===== config.mk =====
export PLATFORM = sky130hd
export DESIGN_NAME = wash_sequencer
export DESIGN_NICKNAME = d
export VERILOG_FILES = /design/src/rtl/wm_pkg.sv /design/src/rtl/phase_timer.sv /design/src/rtl/wash_sequencer.sv
export SDC_FILE = /design/constraint.sdc
export NUM_CORES = 1
export LEC_CHECK = 0
export CORE_MARGIN = 2
export CORE_UTILIZATION = 55
export CTS_BUF_LIST = sky130_fd_sc_hd__clkbuf_16
export DETAILED_ROUTE_END_ITERATION = 16
export HOLD_SLACK_MARGIN = 0.02
export PLACE_DENSITY = 0.82
export SLEW_MARGIN = 10
export SYNTH_ARGS = -nofsm -noshare
export SYNTH_HDL_FRONTEND = slang
export SYNTH_SLANG_ARGS = --single-unit

===== constraint.sdc =====
create_clock -name clk -period 5.6 [get_ports clk]
set_input_delay 0.56 -clock clk [delete_from_list [all_inputs] [get_ports clk]]
set_output_delay 0.56 -clock clk [all_outputs]
set_load 0.005 [all_outputs]

===== src/rtl/wm_pkg.sv =====
// Shared types, command codes and per-program lookup tables for the
// washing-machine program sequencer.
package wm_pkg;

    typedef enum logic [2:0] {
        ST_IDLE  = 3'd0,
        ST_FILL  = 3'd1,
        ST_WASH  = 3'd2,
        ST_RINSE = 3'd3,
        ST_SPIN  = 3'd4,
        ST_DONE  = 3'd5,
        ST_ERROR = 3'd6
    } state_t;

    localparam logic [2:0] CMD_STOP  = 3'd0;
    localparam logic [2:0] CMD_FILL  = 3'd1;
    localparam logic [2:0] CMD_WASH  = 3'd2;
    localparam logic [2:0] CMD_RINSE = 3'd3;
    localparam logic [2:0] CMD_SPIN  = 3'd4;

    localparam logic [7:0] ARG_FILL  = 8'd0;
    localparam logic [7:0] ARG_WASH  = 8'd60;
    localparam logic [7:0] ARG_RINSE = 8'd40;
    localparam logic [7:0] ARG_STOP  = 8'd0;

    // Program 3 is not a distinct program; it falls through to normal.
    function automatic logic [7:0] wash_ticks(input logic [1:0] prog);
        case (prog)
            2'd0:    return 8'd10;
            2'd2:    return 8'd30;
            default: return 8'd20;
        endcase
    endfunction

    function automatic logic [7:0] rinse_ticks(input logic [1:0] prog);
        case (prog)
            2'd0:    return 8'd5;
            2'd2:    return 8'd15;
            default: return 8'd10;
        endcase
    endfunction

    function automatic logic [7:0] spin_ticks(input logic [1:0] prog);
        case (prog)
            2'd0:    return 8'd5;
            2'd2:    return 8'd12;
            default: return 8'd8;
        endcase
    endfunction

    function automatic logic [7:0] spin_speed(input logic [1:0] prog);
        case (prog)
            2'd0:    return 8'd120;
            2'd2:    return 8'd200;
            default: return 8'd160;
        endcase
    endfunction

    function automatic logic [2:0] cmd_code(input state_t st);
        case (st)
            ST_FILL:  return CMD_FILL;
            ST_WASH:  return CMD_WASH;
            ST_RINSE: return CMD_RINSE;
            ST_SPIN:  return CMD_SPIN;
            default:  return CMD_STOP;
        endcase
    endfunction

    function automatic logic [7:0] cmd_argument(input state_t st, input logic [1:0] prog);
        case (st)
            ST_FILL:  return ARG_FILL;
            ST_WASH:  return ARG_WASH;
            ST_RINSE: return ARG_RINSE;
            ST_SPIN:  return spin_speed(prog);
            default:  return ARG_STOP;
        endcase
    endfunction

endpackage


===== src/rtl/phase_timer.sv =====
// Saturating 8-bit phase tick counter. `expired` flags the cycle whose
// enabled tick is the limit-th one, so the owner can leave on that edge.
module phase_timer (
    input  logic       clk,
    input  logic       rst,
    input  logic       clear,
    input  logic       en,
    input  logic [7:0] limit,
    output logic       expired
);

    logic [7:0] count_r;

    assign expired = en && (({1'b0, count_r} + 9'd1) >= {1'b0, limit});

    // Tick counter: cleared on phase entry, saturates at the limit.
    always_ff @(posedge clk) begin
        if (rst) begin
            count_r <= 8'd0;
        end else if (clear) begin
            count_r <= 8'd0;
        end else if (en && (count_r < limit)) begin
            count_r <= count_r + 8'd1;
        end else begin
            count_r <= count_r;
        end
    end

endmodule


===== src/rtl/wash_sequencer.sv =====
// Washing-machine program sequencer: FSM, program latch and the
// valid/ready command register feeding the machine-control stage.
module wash_sequencer
    import wm_pkg::*;
#(
    parameter int FILL_TIMEOUT = 30
) (
    input  logic       clk,
    input  logic       rst,
    input  logic       start,
    input  logic       pause,
    input  logic [1:0] prog,
    input  logic       door_closed,
    input  logic       water_full,
    input  logic       tick,
    output logic       cmd_valid,
    input  logic       cmd_ready,
    output logic [2:0] cmd,
    output logic [7:0] cmd_arg,
    output logic       door_lock,
    output logic       busy,
    output logic       done,
    output logic       fault,
    output logic [2:0] phase
);

    localparam logic [7:0] FILL_LIMIT = 8'(FILL_TIMEOUT);

    state_t     state_r;
    state_t     next_state_s;
    logic [1:0] prog_r;
    logic       accepted_r;
    logic       cmd_valid_r;
    logic [2:0] cmd_r;
    logic [7:0] cmd_arg_r;
    logic       busy_r;
    logic       done_r;
    logic       fault_r;
    logic       handshake_s;
    logic       tick_en_s;
    logic       entry_s;
    logic       expired_s;
    logic [7:0] limit_s;

    assign handshake_s = cmd_valid_r && cmd_ready;
    assign tick_en_s   = tick && !pause && accepted_r;
    assign entry_s     = (next_state_s != state_r);

    assign phase     = state_r;
    assign cmd_valid = cmd_valid_r;
    assign cmd       = cmd_r;
    assign cmd_arg   = cmd_arg_r;
    assign busy      = busy_r;
    assign door_lock = busy_r;
    assign done      = done_r;
    assign fault     = fault_r;

    // Duration of the current phase, from the latched program.
    always_comb begin
        limit_s = 8'd0;
        case (state_r)
            ST_FILL:  limit_s = FILL_LIMIT;
            ST_WASH:  limit_s = wash_ticks(prog_r);
            ST_RINSE: limit_s = rinse_ticks(prog_r);
            ST_SPIN:  limit_s = spin_ticks(prog_r);
            default:  limit_s = 8'd0;
        endcase
    end

    phase_timer u_phase_timer (
        .clk     (clk),
        .rst     (rst),
        .clear   (entry_s),
        .en      (tick_en_s),
        .limit   (limit_s),
        .expired (expired_s)
    );

    // Next-state logic; door fault outranks every other exit.
    always_comb begin
        next_state_s = state_r;
        case (state_r)
            ST_IDLE: begin
                if (start && door_closed) next_state_s = ST_FILL;
                else                      next_state_s = ST_IDLE;
            end
            ST_FILL: begin
                if (!door_closed)                   next_state_s = ST_ERROR;
                else if (accepted_r && water_full)  next_state_s = ST_WASH;
                else if (expired_s)                 next_state_s = ST_ERROR;
                else                                next_state_s = ST_FILL;
            end
            ST_WASH: begin
                if (!door_closed)   next_state_s = ST_ERROR;
                else if (expired_s) next_state_s = ST_RINSE;
                else                next_state_s = ST_WASH;
            end
            ST_RINSE: begin
                if (!door_closed)   next_state_s = ST_ERROR;
                else if (expired_s) next_state_s = ST_SPIN;
                else                next_state_s = ST_RINSE;
            end
            ST_SPIN: begin
                if (!door_closed)   next_state_s = ST_ERROR;
                else if (expired_s) next_state_s = ST_DONE;
                else                next_state_s = ST_SPIN;
            end
            ST_DONE: begin
                if (handshake_s) next_state_s = ST_IDLE;
                else             next_state_s = ST_DONE;
            end
            ST_ERROR: next_state_s = ST_ERROR;
            default:  next_state_s = ST_ERROR;
        endcase
    end

    // State, program latch, command register and status flags.
    always_ff @(posedge clk) begin
        if (rst) begin
            state_r     <= ST_IDLE;
            prog_r      <= 2'd0;
            accepted_r  <= 1'b0;
            cmd_valid_r <= 1'b0;
            cmd_r       <= CMD_STOP;
            cmd_arg_r   <= ARG_STOP;
            busy_r      <= 1'b0;
            done_r      <= 1'b0;
            fault_r     <= 1'b0;
        end else begin
            state_r <= next_state_s;
            done_r  <= (state_r == ST_DONE) && (next_state_s == ST_IDLE);
            busy_r  <= (next_state_s != ST_IDLE) && (next_state_s != ST_ERROR);
            fault_r <= fault_r || (next_state_s == ST_ERROR);

            if ((state_r == ST_IDLE) && entry_s) prog_r <= prog;
            else                                 prog_r <= prog_r;

            // A new phase replaces any outstanding command with its own.
            if (entry_s) begin
                accepted_r  <= 1'b0;
                cmd_valid_r <= (next_state_s != ST_IDLE);
                if (next_state_s != ST_IDLE) begin
                    cmd_r     <= cmd_code(next_state_s);
                    cmd_arg_r <= cmd_argument(next_state_s, prog_r);
                end else begin
                    cmd_r     <= cmd_r;
                    cmd_arg_r <= cmd_arg_r;
                end
            end else if (handshake_s) begin
                accepted_r  <= 1'b1;
                cmd_valid_r <= 1'b0;
                cmd_r       <= cmd_r;
                cmd_arg_r   <= cmd_arg_r;
            end else begin
                accepted_r  <= accepted_r;
                cmd_valid_r <= cmd_valid_r;
                cmd_r       <= cmd_r;
                cmd_arg_r   <= cmd_arg_r;
            end
        end
    end

endmodule


==> results of run 1 <==
per-stage QoR:
step	power, mW	instance area, um^2
floorplan	0.334	1820
global placement	0.369	2040
detailed placement	0.371	2040
CTS	0.531	2120
global route	0.559	2120
finish	0.530	2120
worst min path at each step:
stage / cells past startpoint / end / from
final: 2 / u_phase_timer.count_r[7] / u_phase_timer.count_r[7]
after global routing: 2 / u_phase_timer.count_r[7] / u_phase_timer.count_r[7]
after CTS: 2 / u_phase_timer.count_r[7] / u_phase_timer.count_r[7]
after detailed placement: 2 / u_phase_timer.count_r[7] / u_phase_timer.count_r[7]
after global placement: 2 / u_phase_timer.count_r[6] / u_phase_timer.count_r[6]
after floorplan: 2 / u_phase_timer.count_r[7] / u_phase_timer.count_r[7]
layout by cell type, fill, tap and decap left out, types with 2 or more instances in the layout:
cell type	Yosys	routed
inv_1	7	7
xor2_1	4	4
o21ai_0	16	16
nor2_1	25	25
o21ai_1	2	2
and2_1	2	2
nor3_1	7	7
nand2b_1	8	8
o21bai_1	2	2
nor4b_1	2	2
or2_2	3	3
dfxtp_1	27	27
xnor2_1	3	3
a211oi_2	2	2
a21oi_1	19	19
clkbuf_16	0	3
nand3_1	7	7
mux2i_1	4	4
a2111oi_0	4	4
nand4_1	2	2
or3_1	5	5
o21a_1	4	4
o22ai_1	2	2
nand2_1	9	9
clkdlybuf4s50_1	0	26
conb_1	1	2
a31oi_1	3	3
nand3b_1	4	4
a21o_1	3	3
ha_1	11	11
nor2b_1	6	6
logic make-up (layout without fill, tap and decap cells):
kind of cell / Yosys count / after routing / synth area share, %
xor gates and xnor gates: 7 / 7 / 3.38
muxes: 5 / 5 / 2.83
buffers and inverters: 24 / 37 / 6.55
AOI/OAI and AO/OA: 65 / 65 / 24.0
other: 1 / 2 / 0.207
DFF: 27 / 27 / 29.8
and+or+nand+nor: 87 / 87 / 25.7
adders and majority gates: 11 / 11 / 7.59
flip-flops by register name (all words and copies together) (netlist names):
register,count
accepted_r,1
busy,1
cmd,3
cmd_arg,6
cmd_valid,1
done,1
fault,1
phase,3
prog_r,2
u_phase_timer.count_r,8
layer usage:
layer  up-vias  track usage, %  share of wire (%)
li1        835               -                  -
met2        71            39.2                 46
met5         -               0                  0
met3        12            4.41                6.1
met1       776            29.9                 46
met4         0            6.38                1.8
worst register-to-register path: cells and delay by family (launching register included):
kind | cells | cell delay (ns)
AOI/OAI and AO/OA | 7 | 1.63
buffers and inverters | 1 | 0.26
DFF | 1 | 0.66
adders and majority gates | 1 | 0.22
and+or+nand+nor | 4 | 1.24
final cells by class:
cell class | instances | area (um^2) | share of cell area, %
Clock buffer | 3 | 75.1 | 3.54
Clock inverter | 1 | 7.51 | 0.354
Inverter | 7 | 26.3 | 1.24
Multi-Input combinational cell | 177 | 1160 | 54.6
Sequential cell | 27 | 541 | 25.5
Tap cell | 44 | 55.1 | 2.59
Timing Repair Buffer | 26 | 260 | 12.3
power by group:
group	internal, mW	switching, mW
Combinational	0.0702	0.0812
Clock	0.0969	0.0647
Sequential	0.202	0.0155
==> results.toml, run 1 <==
[die]
start_util_pct = 58.5
die_x_um = 61.4
io_pins = 29
core_area_um2 = 3100
fp.dieH_um = 61.4
die_area_um2 = 3770
rows = 20

[worst_setup_path]
cp.arrival_ns = 4.27
path_max_fanout = 18
cp_top_family = "compound AO/OA/AOI/OAI gates"
slowest_stage = "dfxtp_1"
r2r-end = "u_phase_timer.count_r[6]"
regToRegSetupSlack_ns = 1.52
slowest_delay_ns = 0.66
worstPathRequired_ns = 5.79
cp_num_buf_inv = 1
crit_chain = "inv_1, nand2_1, a21o_1, a21oi_1, a31oi_1, ha_1, o21a_1, o21ai_0, o221a_1, or3_1, a311oi_4, nand2b_1, nor2_1"
startpoint = "phase[0]"
crit_path_end = "u_phase_timer.count_r[6]"
criticalPathCategory = "reg2reg"
worst_r2r_startpoint = "phase[0]"
cp_num_cells = 13
cp-end-kind = "flop"
startpoint_type = "flop"
r2r_cells = 13

[detailed_routing]
drtAntennaViolNets = 0
detail_route.first_pass.iterations = 4
dr.first_iter.drc_count = 120
vias = 1694
viasPerCell = 5.94
wirelength_mm = 4.04
wl_per_cell_um = 14.2
drc = 0

[placement]
gp_congestion = 0.854
dp_cells = 281
port_buffers = 26
place_ws_ns = 1.56
hpwl_mm = 3.04

[timing]
min_period_ns = 4.08
timing.final.crit_share_pct = 72.9
worst_slack_ns = 1.52
fmax_mhz = 245
fin_hold_ws_ns = 0.456
report.final.slew_viol_count = 0
worst_pin_slew_ns = 0.733
setup_violations = 0
finClkSkew_ns = 0.00389
relSlewSlack_pct = 49.7
finalSetupTns_ns = 0
finalHoldViolations = 0
grt_setup_unrepaired = "no"

[global_route]
grt_max_degree = 24
grt_pass1_wl_mm = 6.62
grt_pass1_vias = 1538
grtUsageTotal_pct = 23.1
overflow = 0
antenna_found_initial = 0

[power_and_ir_drop]
p_per_area_nw_per_um2 = 250
p_leak_nw = 0.797
irDropWorstVdd_mv = 0.243

[yosys]
ys_top_cells_by_area = "dfxtp_1 30%, ha_1 7.6%, a21oi_1 5.2%"
ys_types = 50
ys.flop_type = "dfxtp_1"
syn_inst = 227
syn_area_per_cell_um2 = 7.99
synth_top_area_cell = "dfxtp_1"
netlist.area_leader.share_pct = 29.8
ys_warn_count = 0
synthArstFlopShare_pct = 0
yosysMostFrequentCell = "dfxtp_1"
syn_area_um2 = 1810
ys_seq_area_share_pct = 29.8
ys_seq_elements = 27
synthTopCellsByCount = "27 x dfxtp_1, 25 x nor2_1, 19 x a21oi_1, 16 x o21ai_0, 11 x ha_1"
synth-edff-count = 0

[cells_and_area]
finalNetCount = 263
post-route-util_pct = 68.4
area_growth_pct = 17.0
stdcell_count = 285
fillers = 274
diodes = 0
drive_above_1_share_pct = 5.81

[cts]
cts_tree = "yes"
postCtsResizedCells = 0
clk_pin_slew_ns = 0.07
clk_path_buf_depth = 2
cts_setup_buffers = 0
h-tree-depth = 1
clock-sinks = 27
cts_root_buf = "clkbuf_16"
clk-insertion-delay-late_ns = 0.26
numCtsBuffers = 3
holdBufCountCts = 0

[worst_hold_path]
hold_path_class = "reg2reg"

[job]
maxCapViolCount = 0

[outcome]
outcome = "finished, final reports clean"
No activity file was read; power rests on OpenSTA's default activity.
==> run 2: changes to the inputs <==
--- a/config.mk
+++ b/config.mk
@@ -6,11 +6,11 @@
 export NUM_CORES = 1
 export LEC_CHECK = 0
 export CORE_MARGIN = 2
-export CORE_UTILIZATION = 55
+export CORE_UTILIZATION = 48
 export CTS_BUF_LIST = sky130_fd_sc_hd__clkbuf_16
 export DETAILED_ROUTE_END_ITERATION = 16
 export HOLD_SLACK_MARGIN = 0.02
-export PLACE_DENSITY = 0.82
+export PLACE_DENSITY = 0.76
 export SLEW_MARGIN = 10
 export SYNTH_ARGS = -nofsm -noshare
 export SYNTH_HDL_FRONTEND = slang
==> constraint.sdc (replaced) <==
create_clock -name clk -period 3.3 [get_ports clk]
set_input_delay 0.33 -clock clk [delete_from_list [all_inputs] [get_ports clk]]
set_output_delay 0.33 -clock clk [all_outputs]
set_load 0.005 [all_outputs]
==> results.toml, run 2 (synthesized netlist as in run 1, its figures left out) <==
[detailed_routing]
wirelength_mm = 4.32
detail_route.first_pass.iterations = 4
wl_per_cell_um = 14.2
top_layer = "met4"
vias = 1719
drt-met1-wl_mm = 2.07
dr.first_iter.drc_count = 119
met3WireLength_um = 148
drc = 0
drtAntennaViolNets = 0
viasPerCell = 5.65
routed-wl-met2_mm = 2.05

[worst_setup_path]
criticalPathCategory = "reg2reg"
startpoint_type = "flop"
crit_chain = "inv_1, nand2_2, a21o_1, a21oi_1, a31oi_1, ha_2, o21a_1, o21ai_0, o221a_2, or3_4, buf_4, a211oi_4, buf_4, o21ai_0, a21oi_1"
slowest_stage = "or3_4"
slowest_delay_ns = 0.42
cp.arrival_ns = 3.27
cp-end-kind = "flop"
path_max_fanout = 6
worstPathRequired_ns = 3.48

[timing]
fin_hold_ws_ns = 0.446
worst_slack_ns = 0.213
report.final.slew_viol_count = 0
min_period_ns = 3.09
grt_setup_unrepaired = "yes"
worst_pin_slew_ns = 0.680
fmax_mhz = 324
timing.final.crit_share_pct = 93.5
finClkSkew_ns = 0.00265
finalHoldViolations = 0
relSlewSlack_pct = 54.5
setup_violations = 0

[placement]
gp_congestion = 0.914
dp_cells = 299
place_ws_ns = 0.0409
port_buffers = 26
hpwl_mm = 3.23

[cts]
numCtsBuffers = 3
h-tree-depth = 1
clk_path_buf_depth = 2
clock-sinks = 27
holdBufCountCts = 0
clk_pin_slew_ns = 0.07
cts_root_buf = "clkbuf_16"
clk-insertion-delay-late_ns = 0.26
cts_tree = "yes"

[power_and_ir_drop]
clkPwrFrac_pct = 28.7
p_sw_share_pct = 30.9
comb_power_share_pct = 34.4
irDropWorstVdd_mv = 0.295
p_leak_nw = 0.884
switchingPower_mw = 0.302
p_per_area_nw_per_um2 = 421
p_seq_share_pct = 36.9
p_int_mw = 0.677

[cells_and_area]
area_growth_pct = 28.2
stdcell_count = 304
multi_input_area_um2 = 1230
final_common_cell = "clkdlybuf4s50_1"
largest_reg_flops = 8
fillers = 310
regArea_um2 = 547
drive_above_1_share_pct = 17.2
top_register = "u_phase_timer.count_r"
diodes = 0
final_cell_mix = "26 x clkdlybuf4s50_1, 25 x nor2_1, 24 x dfxtp_1"
finalNetCount = 278

[worst_hold_path]
hold_path_class = "reg2reg"

[global_route]
grt_max_degree = 20
overflow = 0
antenna_found_initial = 0
grtUsageTotal_pct = 21.4
grt_pass1_wl_mm = 7.29
grt_pass1_vias = 1579

[die]
io_pins = 29
core_area_um2 = 3660
start_util_pct = 49.6
rows = 22
die_area_um2 = 4290
die_x_um = 65.5
fp.dieH_um = 65.5

[job]
maxCapViolCount = 0

[outcome]
outcome = "finished, final reports clean"
## run 2: final cells by class
type | count | share of cell area, %
well taps | 48 | 2.58
inverters | 7 | 1.13
flip-flops and latches | 27 | 23.5
clock inverters | 1 | 0.323
multi-input cells | 177 | 53.0
clock buffers | 3 | 3.23
repair buffers | 41 | 16.2
## run 2: through the flow
stage	total power [mW]	util [%]	setup TNS, ns	area, um^2
final	0.979	63.5	0	2330
after global routing	1.03	63.5	-0.0122	2330
after CTS	0.952	61.0	0	2230
after detailed placement	0.669	58.7	0	2150
after global placement	0.664	58.7	0	2150
after floorplan	0.569	-	0	1820
## run 2: power by group through the flow
stage	combinational (mW)	sequential, mW	clock [mW]
floorplan	0.208	0.361	0
global placement	0.298	0.366	0
detailed placement	0.302	0.367	0
CTS	0.304	0.359	0.288
global route	0.371	0.364	0.300
finish	0.337	0.361	0.281
## run 2: final timing paths
| check | start | endpoint | slack, ns | cells after the start |
|---|---|---|---|---|
| worst min register to register | u_phase_timer.count_r[6] | u_phase_timer.count_r[6] | 0.45 | 2 |
| worst max-delay path | phase[0] | cmd[2] | 0.21 | 15 |
| worst max register to register | phase[0] | cmd[2] | 0.21 | 15 |
| worst min-delay path | u_phase_timer.count_r[6] | u_phase_timer.count_r[6] | 0.45 | 2 |
## run 2: repair_timing
item,4_1_cts,5_1_grt
endpoints found under the setup margin,0,22
buffers inserted,0,1
resized for setup,0,22
## run 2: per-layer routing
metal	global-route usage, %	vias to the layer above
met4	7.03	0
li1	-	873
met1	28.6	800
met3	2.91	6
met5	0	-
met2	35.6	40
## run 2: worst max-delay path, delay by kind of cell, from the launching register on
| kind | cells | cell delay, ns |
|---|---|---|
| AO/OA/AOI/OAI | 9 | 1.35 |
| buffers and inverters | 3 | 0.45 |
| flip-flops | 1 | 0.34 |
| AND/OR/NAND/NOR | 2 | 0.51 |
| adder cells (fa/ha/maj) | 1 | 0.35 |
